## config.mk

```make
export PLATFORM = sky130hd
export DESIGN_NAME = shift_right_iterative_32bits_flat
export DESIGN_NICKNAME = d
export VERILOG_FILES = /design/src/rtl/shift_right_iterative_32bits_if.sv /design/src/rtl/shift_right_iterative_32bits.sv /design/src/flat_wrapper.sv
export SDC_FILE = /design/constraint.sdc
export NUM_CORES = 1
export LEC_CHECK = 0
export CORE_MARGIN = 3
export CORE_UTILIZATION = 53
export DETAILED_ROUTE_END_ITERATION = 10
export PLACE_DENSITY = 0.87
export SETUP_SLACK_MARGIN = 0.5
export SYNTH_ARGS = -nofsm -noshare
export SYNTH_HDL_FRONTEND = slang
export SYNTH_SLANG_ARGS = --single-unit
```

## constraint.sdc

```tcl
create_clock -name clock -period 4.67 [get_ports clock]
set_input_delay 1.401 -clock clock [delete_from_list [all_inputs] [get_ports clock]]
set_output_delay 1.401 -clock clock [all_outputs]
set_load 0.02 [all_outputs]
```

## src/rtl/shift_right_iterative_32bits_if.sv

```systemverilog
// Request/result bundle for the iterative right shifter.
// The master side issues start/operand/flush and observes the handshake
// and result; the slave side is the shifter itself.
interface shift_right_iterative_32bits_if #(
   parameter int WIDTH      = 32,
   parameter int SHAMT_BITS = 5
);
   logic                  start;
   logic                  arithmetic;
   logic [SHAMT_BITS-1:0] shamt;
   logic [WIDTH-1:0]      input0;
   logic                  flush;
   logic                  ready;
   logic                  busy;
   logic                  done;
   logic [WIDTH-1:0]      output0;

   modport master (
      output start, arithmetic, shamt, input0, flush,
      input  ready, busy, done, output0
   );

   modport slave (
      input  start, arithmetic, shamt, input0, flush,
      output ready, busy, done, output0
   );
endinterface

```

## src/rtl/shift_right_iterative_32bits.sv

```systemverilog
// Multi-cycle 32-bit right shifter (SRL/SRA/SRLV/SRAV) for the EX stage.
// A request is accepted while ready=1; the operand is then shifted one bit
// per cycle, filling with the captured sign bit (SRA) or zero (SRL).
// busy stalls the pipeline from the accept cycle until the result lands;
// done pulses for one cycle when output0 holds the new result.
// Optional build macro: SHIFTER_FAST4_EN -- while at least four shifts
// remain, each cycle shifts by four, shortening worst-case latency to 11.
module shift_right_iterative_32bits #(
   parameter int WIDTH      = 32,
   parameter int SHAMT_BITS = 5
) (
   input logic                           clock,
   input logic                           nReset,
   shift_right_iterative_32bits_if.slave bus
);

   typedef enum logic [1:0] {
      S_IDLE  = 2'd0,
      S_SHIFT = 2'd1,
      S_DONE  = 2'd2
   } state_t;

   localparam logic [SHAMT_BITS-1:0] ONE  = SHAMT_BITS'(1);
`ifdef SHIFTER_FAST4_EN
   localparam logic [SHAMT_BITS-1:0] FOUR = SHAMT_BITS'(4);
`endif

   state_t                state, state_nxt;
   logic [WIDTH-1:0]      work, work_nxt;
   logic [SHAMT_BITS-1:0] count, count_nxt;
   logic                  fill, fill_nxt;
   logic [WIDTH-1:0]      result;
   logic                  load_out;
   logic                  accept;
   logic                  ready_int;

   // Single-bit step: drop the LSB, insert the captured fill at the top.
   function automatic logic [WIDTH-1:0] shr1(input logic [WIDTH-1:0] v,
                                             input logic             f);
      return {f, v[WIDTH-1:1]};
   endfunction

`ifdef SHIFTER_FAST4_EN
   // Four-bit step: the fill is replicated into the four vacated MSBs.
   function automatic logic [WIDTH-1:0] shr4(input logic [WIDTH-1:0] v,
                                             input logic             f);
      return {{4{f}}, v[WIDTH-1:4]};
   endfunction
`endif

   assign ready_int = (state == S_IDLE) || (state == S_DONE);
   // A flush in the same cycle wins over a new request.
   assign accept    = bus.start && ready_int && !bus.flush;

   // State register; reset abandons any operation in flight.
   always_ff @(posedge clock or negedge nReset) begin
      if (!nReset) begin
         state <= S_IDLE;
      end else begin
         state <= state_nxt;
      end
   end

   // Next-state, next-datapath and result-load decisions.
   always_comb begin
      state_nxt = state;
      work_nxt  = work;
      count_nxt = count;
      fill_nxt  = fill;
      load_out  = 1'b0;

      unique case (state)
         S_IDLE, S_DONE: begin
            if (accept) begin
               // Operand, amount and fill are all captured here so later
               // changes on the inputs cannot disturb the operation.
               work_nxt  = bus.input0;
               count_nxt = bus.shamt;
               fill_nxt  = bus.arithmetic & bus.input0[WIDTH-1];
               if (bus.shamt != '0) begin
                  state_nxt = S_SHIFT;
               end else begin
                  state_nxt = S_DONE;
                  load_out  = 1'b1;
               end
            end else if (state == S_DONE) begin
               state_nxt = S_IDLE;
            end
         end

         S_SHIFT: begin
`ifdef SHIFTER_FAST4_EN
            if (count >= FOUR) begin
               work_nxt  = shr4(work, fill);
               count_nxt = count - FOUR;
            end else begin
               work_nxt  = shr1(work, fill);
               count_nxt = count - ONE;
            end
`else
            work_nxt  = shr1(work, fill);
            count_nxt = count - ONE;
`endif
            // Final step: the result is captured on the way into DONE.
            if (count_nxt == '0) begin
               state_nxt = S_DONE;
               load_out  = 1'b1;
            end
         end

         default: begin
            state_nxt = S_IDLE;
         end
      endcase

      // Flush aborts from any state; the last completed result survives.
      if (bus.flush) begin
         state_nxt = S_IDLE;
         work_nxt  = '0;
         count_nxt = '0;
         fill_nxt  = 1'b0;
         load_out  = 1'b0;
      end
   end

   // Working operand, remaining count and captured fill bit.
   always_ff @(posedge clock or negedge nReset) begin
      if (!nReset) begin
         work  <= '0;
         count <= '0;
         fill  <= 1'b0;
      end else begin
         work  <= work_nxt;
         count <= count_nxt;
         fill  <= fill_nxt;
      end
   end

   // Result register; changes only when a completed shift enters DONE.
   always_ff @(posedge clock or negedge nReset) begin
      if (!nReset) begin
         result <= '0;
      end else if (load_out) begin
         result <= work_nxt;
      end
   end

   assign bus.ready   = ready_int;
   assign bus.busy    = (state == S_SHIFT) || accept;
   assign bus.done    = (state == S_DONE) && !bus.flush;
   assign bus.output0 = result;

endmodule
```

## src/flat_wrapper.sv

```systemverilog
// flat-port wrapper written by rule: the top's interface ports become plain ports
module shift_right_iterative_32bits_flat 
#(
   parameter int WIDTH      = 32,
   parameter int SHAMT_BITS = 5
)
  (clock, nReset, bus_start, bus_arithmetic, bus_shamt, bus_input0, bus_flush, bus_ready, bus_busy, bus_done, bus_output0);
  shift_right_iterative_32bits_if #(.WIDTH(WIDTH), .SHAMT_BITS(SHAMT_BITS)) bus_i ();
  input logic clock;
  input logic nReset;
  input wire logic [$bits(bus_i.start)-1:0] bus_start;
  input wire logic [$bits(bus_i.arithmetic)-1:0] bus_arithmetic;
  input wire logic [$bits(bus_i.shamt)-1:0] bus_shamt;
  input wire logic [$bits(bus_i.input0)-1:0] bus_input0;
  input wire logic [$bits(bus_i.flush)-1:0] bus_flush;
  output wire logic [$bits(bus_i.ready)-1:0] bus_ready;
  output wire logic [$bits(bus_i.busy)-1:0] bus_busy;
  output wire logic [$bits(bus_i.done)-1:0] bus_done;
  output wire logic [$bits(bus_i.output0)-1:0] bus_output0;
  assign bus_i.start = bus_start;
  assign bus_i.arithmetic = bus_arithmetic;
  assign bus_i.shamt = bus_shamt;
  assign bus_i.input0 = bus_input0;
  assign bus_i.flush = bus_flush;
  assign bus_ready = bus_i.ready;
  assign bus_busy = bus_i.busy;
  assign bus_done = bus_i.done;
  assign bus_output0 = bus_i.output0;
  shift_right_iterative_32bits #(.WIDTH(WIDTH), .SHAMT_BITS(SHAMT_BITS)) u_core (.clock(clock), .nReset(nReset), .bus(bus_i));
endmodule
```

==> flow_metrics.py, run 1 <==
metrics = {
    "finish": {
        "final_cells": 426,
        "final_core_util": 0.737,
        "multi_input_area_mm2": 0.00125,
        "num_antenna_cells": 0,
        "nNetsFinal": 393,
        "final.fill_count": 406,
        "final_area_mm2": 0.00416,
        "synthToLayoutAreaGrowth_pct": 30.6,
        "drive_gt1_frac": 0.167,
        "regArea_mm2": 0.00180,
    },
    "logic_synthesis": {
        "avgSynthCellArea_um2": 11.4,
        "yosysSeqAreaShare": 0.566,
        "synth_warnings": 0,
        "syn_inst": 278,
        "synth_edf_count": 0,
        "yosysMostFrequentCell": "dfrtp_1",
        "ys_top_cells_by_count": "dfrtp_1, a21oi_1, a22oi_1, nand3_1, mux2_2",
        "netlist_area_mm2": 0.00318,
        "ys_async_sr_fraction": 1.00,
        "ys.flop_type": "dfrtp_1",
        "synth_top_area_share": 0.566,
        "yosysUniqueCellTypes": 32,
        "syn-num-nets": 322,
        "synth_area_leaders": "dfrtp_1, mux2_2, a22oi_1",
        "yosysTopAreaCell": "dfrtp_1",
        "ys_seq_elements": 72,
    },
    "power_and_ir_drop": {
        "power.total_mw": 1.44,
        "max-vdd-ir-drop_uv": 202,
        "swShare": 0.276,
        "p_leak_nw": 1.79,
        "pwr-share-seq": 0.490,
        "power.share.clock": 0.312,
        "p_sw_uw": 398,
        "power.density_mw_per_mm2": 347,
        "p_comb_frac": 0.198,
        "power.internal_mw": 1.04,
    },
    "cts": {
        "htreeDepth": 3,
        "cts_resized": 2,
        "clock_sinks": 72,
        "cts-root-buf": "clkbuf_8",
        "clock_path_buffers": 2,
        "clk_latency_ns": 0.35,
        "tritoncts": "yes",
        "post_cts_buffers": 0,
        "clkSlewWorstSetupHoldPaths_ns": 0.07,
        "cts-hold-fix-buffers": 0,
        "cts_inserted_buffers": 9,
    },
    "floorplanning": {
        "fp.dieH_um": 83.5,
        "die_w_um": 83.5,
        "ioPinCount": 77,
        "num_rows": 27,
        "initial_utilization": 0.564,
        "core_area_mm2": 0.00564,
        "die_area_mm2": 0.00697,
    },
    "timing": {
        "finalCriticalPeriod_ns": 3.90,
        "finalClockSkew_ns": 0.00821,
        "slew_headroom": 0.479,
        "hold_viol": 0,
        "rsz0062_at_grt": "no",
        "drv_slew": 0,
        "fin_setup_tns_ns": 0,
        "setup_viol": 0,
        "worst_pin_slew_ns": 0.782,
        "timing.final.crit_share": 0.835,
        "hold-worst-slack_ns": 0.502,
        "setup_slack_ns": 0.770,
        "fmax_mhz": 256,
    },
    "global_routing": {
        "antenna_found_initial": 0,
        "track_usage": 0.229,
        "grt_remaining_overflow": 0,
        "grt_pass1_vias": 2654,
        "grt_pass1_wl_mm": 12.7,
        "grt_start_max_net_pins": 41,
    },
    "drt": {
        "vias": 2507,
        "wl_mm": 7.37,
        "drcViolationCount": 0,
        "wire_per_inst_um": 17.3,
        "ant_nets": 0,
        "via_per_inst": 5.88,
        "first_pass_iters": 5,
        "drtIter0Drc": 152,
    },
    "worst_setup_path": {
        "crit_buf_inv": 2,
        "path_cells": "clkdlybuf4s50_1 > nor2_1 > and2_1 > dlygate4sd2_1",
        "cpMaxStageDelayCell": "clkdlybuf4s50_1",
        "crit_type": "in2out",
        "slowest_delay_ns": 0.47,
        "cp_data_required_time_ns": 3.27,
        "startpoint_type": "input pin",
        "worstPathMaxFanout": 2,
        "cp.arrival_ns": 2.50,
        "crit_family": "buffers and inverters",
        "critPathCaptureType": "output port",
    },
    "placement": {
        "place.gp.congestion": 0.854,
        "io_buffers": 76,
        "place_hpwl_mm": 4.85,
        "post-place-ws_ns": 0.481,
        "post-place-cells": 410,
        "placed_area_mm2": 0.00397,
    },
    "hold_path": {
        "hold_path_class": "reg2reg",
    },
    "flow_run": {
        "cap_violations": 0,
    },
    "run_status": {
        "status": "complete, no violations",
    },
}
## area by class of cell
class,count,area share
Clock inverter,3,0.00361
Multi-Input combinational cell,179,0.302
Tap cell,72,0.0217
Sequential cell,72,0.434
Inverter,3,0.00271
Timing Repair Buffer,84,0.196
Clock buffer,13,0.0407
## cell usage in the layout, fill, tap and decap left out, types with 2 or more instances in the layout
cell type        synthesis  layout
a211oi_1                 2       2
a21oi_1                 37      37
a22oi_1                 33      33
a31oi_1                  2       2
buf_4                    1       8
clkbuf_8                 0      12
clkdlybuf4s50_1          0      73
clkinv_2                 0       3
dfrtp_1                 72      72
dlygate4sd2_1            0       2
ha_1                     2       2
inv_1                    3       3
mux2_2                  31      31
nand2_1                  5       5
nand2b_1                 3       3
nand3_1                 33      33
nor2_1                   9       9
nor2b_2                  0       2
nor3_1                   3       3
o21ai_0                  4       4
## routing by layer
layer  wire [um]  vias to the layer above  part of all wire  GRT usage
li1            -                     1176                 -          -
met1        3090                     1220              0.42      0.280
met5           0                        -                 0          0
met3         520                       19             0.071     0.0721
met2        3610                       92              0.49      0.380
met4         150                        0             0.020     0.0863
## state kept, by name, indices dropped and copies added, names as in the netlist
signal,flops
u_core.bus.output0,32
u_core.work,32
u_core.count,5
u_core.state,2
u_core.fill,1
## path summary, 6_finish.rpt
check / end / slack (ns) / start / depth (start not counted)
worst min register to register: u_core.bus.output0[7] / 0.50 / u_core.bus.output0[7] / 1
min in group asynchronous: u_core.work[1] / 1.14 / nReset / 1
worst max register to register: u_core.bus.output0[15] / 2.33 / u_core.count[0] / 7
worst min-delay path: u_core.bus.output0[7] / 0.50 / u_core.bus.output0[7] / 1
max in group asynchronous: u_core.bus.output0[3] / 2.57 / nReset / 2
worst max-delay path: bus_done / 0.77 / bus_flush / 4
## cells by family (layout without fill, tap and decap cells)
family | count (synthesis) | count (layout) | share of synthesized area
buffers and inverters | 27 | 103 | 0.0409
DFF | 72 | 72 | 0.566
AOI/OAI and AO/OA | 82 | 82 | 0.167
and+or+nand+nor | 62 | 62 | 0.101
adders and majority gates | 2 | 2 | 0.00786
muxes | 33 | 33 | 0.116
## power by group through the flow
stage,clock network [mW],logic [mW],registers [mW]
finish,0.450,0.285,0.707
CTS,0.462,0.288,0.706
global placement,0,0.280,0.715
floorplan,0,0.125,0.742
global route,0.493,0.311,0.713
detailed placement,0,0.287,0.718
## worst reg2reg max path, delay by kind of cell, from the launching register on
family	cells	cell delay, ns
AOI/OAI and AO/OA	1	0.31
muxes	1	0.38
adders and majority gates	1	0.25
buffers and inverters	2	0.40
and+or+nand+nor	2	0.45
DFF	1	0.45
Note: power is estimated with default switching activity, not from simulation.
==> inputs of run 2 (changes only) <==
CORE_UTILIZATION = 49   (was 53)
PLACE_DENSITY = 0.81   (was 0.87)
clock period = 3.65 ns   (was 4.67 ns; I/O delays follow)
==> flow_metrics.py, run 2 (synthesis gave the netlist of run 1 again) <==
metrics = {
    "run_status": {
        "status": "complete, no violations",
    },
    "floorplanning": {
        "fp.dieH_um": 86.6,
        "die_w_um": 86.6,
        "core_area_mm2": 0.00610,
        "num_rows": 28,
        "initial_utilization": 0.522,
        "ioPinCount": 77,
        "die_area_mm2": 0.00750,
    },
    "timing": {
        "finalCriticalPeriod_ns": 3.03,
        "drv_slew": 0,
        "fmax_mhz": 330,
        "hold_viol": 0,
        "setup_slack_ns": 0.617,
        "rsz0062_at_grt": "no",
        "fin_setup_tns_ns": 0,
        "setup_viol": 0,
        "slew_headroom": 0.698,
        "worst_pin_slew_ns": 0.453,
        "timing.final.crit_share": 0.831,
        "finalClockSkew_ns": 0.0124,
    },
    "drt": {
        "drcViolationCount": 0,
        "first_pass_iters": 4,
        "via_per_inst": 5.83,
        "wire_per_inst_um": 17.2,
        "vias": 2505,
        "wl_mm": 7.40,
        "ant_nets": 0,
        "drtIter0Drc": 241,
    },
    "global_routing": {
        "grt_start_max_net_pins": 73,
        "grt_pass1_vias": 2542,
        "antenna_found_initial": 0,
        "grt_remaining_overflow": 0,
        "track_usage": 0.211,
        "grt_pass1_wl_mm": 12.5,
    },
    "cts": {
        "cts-root-buf": "clkbuf_8",
        "htreeDepth": 3,
        "post_cts_buffers": 0,
        "clock_path_buffers": 2,
        "clk_latency_ns": 0.34,
        "cts-hold-fix-buffers": 0,
        "cts_inserted_buffers": 9,
        "clock_sinks": 72,
        "tritoncts": "yes",
        "cts_resized": 7,
        "clkSlewWorstSetupHoldPaths_ns": 0.07,
    },
    "placement": {
        "io_buffers": 76,
        "placed_area_mm2": 0.00401,
        "post-place-ws_ns": 0.0810,
        "place_hpwl_mm": 4.79,
        "place.gp.congestion": 0.807,
        "post-place-cells": 415,
    },
    "hold_path": {
        "hold_path_class": "reg2reg",
        "min_to": "u_core.bus.output0[7]",
        "hp-start": "u_core.bus.output0[7]",
        "holdPathStages": 1,
    },
    "finish": {
        "final_area_mm2": 0.00422,
        "nNetsFinal": 395,
        "synthToLayoutAreaGrowth_pct": 32.6,
        "drive_gt1_frac": 0.177,
        "final_cells": 430,
        "num_antenna_cells": 0,
        "layout_common_cells": "clkdlybuf4s50_1, dfrtp_1, a21oi_1",
    },
    "worst_setup_path": {
        "worstPathMaxFanout": 2,
        "crit_type": "in2out",
        "critPathCaptureType": "output port",
        "path_cells": "clkdlybuf4s50_1 > nand2_1 > nand2_1 > clkdlybuf4s15_2",
        "slowest_delay_ns": 0.48,
        "timing.rr.end": "u_core.bus.output0[13]",
        "startpoint_type": "input pin",
        "cp_data_required_time_ns": 2.55,
        "rrSetupSlack_ns": 1.30,
        "cpMaxStageDelayCell": "clkdlybuf4s50_1",
        "reg2reg_depth": 7,
        "cp.arrival_ns": 1.94,
        "path_common_cell": "nand2_1",
        "reg2reg_from": "u_core.count[0]",
    },
    "flow_run": {
        "cap_violations": 0,
    },
    "power_and_ir_drop": {
        "p_leak_nw": 1.81,
        "max-vdd-ir-drop_uv": 271,
        "power.density_mw_per_mm2": 459,
    },
}
-- run 2: cell types whose count changed in the layout (fill, tap and decap cells not counted), sizes merged --
cell	before	now
clkinvlp	0	2
clkdlybuf4s50	73	72
clkinv	3	2
dlygate4sd2	2	1
clkbuf	13	9
buf	9	11
clkdlybuf4s15	0	2
bufinv	0	2
-- run 2: power breakdown --
part	internal, mW	total (mW)	leakage (nW)	switching, mW
logic	0.177	0.369	0.729	0.192
clock network	0.378	0.663	0.101	0.285
registers	0.862	0.904	0.979	0.0421
total	1.42	1.94	1.81	0.519
-- run 2: critical path, delay by kind of cell --
| kind | cells | cell delay (ns) |
|---|---|---|
| buf+inv | 2 | 0.73 |
| simple gates | 2 | 0.11 |
-- run 2: layout make-up --
cell class / count / area (um^2)
Clock buffer: 9 / 124
Clock inverter: 6 / 85.1
Fill cell: 486 / 1880
Inverter: 3 / 11.3
Multi-Input combinational cell: 179 / 1260
Sequential cell: 72 / 1800
Tap cell: 75 / 93.8
Timing Repair Buffer: 86 / 845
-- run 2: layer usage --
| layer | global-route usage | routed length, um | vias to the layer above |
|---|---|---|---|
| met1 | 0.279 | 3170 | 1252 |
| met4 | 0.0850 | 78 | 0 |
| met5 | 0 | 0 | - |
| li1 | - | - | 1169 |
| met2 | 0.339 | 3680 | 76 |
| met3 | 0.0466 | 468 | 8 |
-- run 2: through the flow --
stage	hold slack [ns]	util	total power, mW
floorplan	0.496	-	1.11
global placement	0.474	0.658	1.28
detailed placement	0.495	0.658	1.29
CTS	0.513	0.692	1.95
global route	0.532	0.692	2.03
finish	0.505	0.692	1.94
-- run 2: worst max path at each step --
stage,start,to
2_1_floorplan,bus_flush,bus_done
3_3_place_gp,bus_flush,bus_done
3_5_place_dp,bus_flush,bus_done
4_1_cts,bus_start,bus_busy
5_1_grt,bus_start,bus_busy
6_report,bus_start,bus_busy
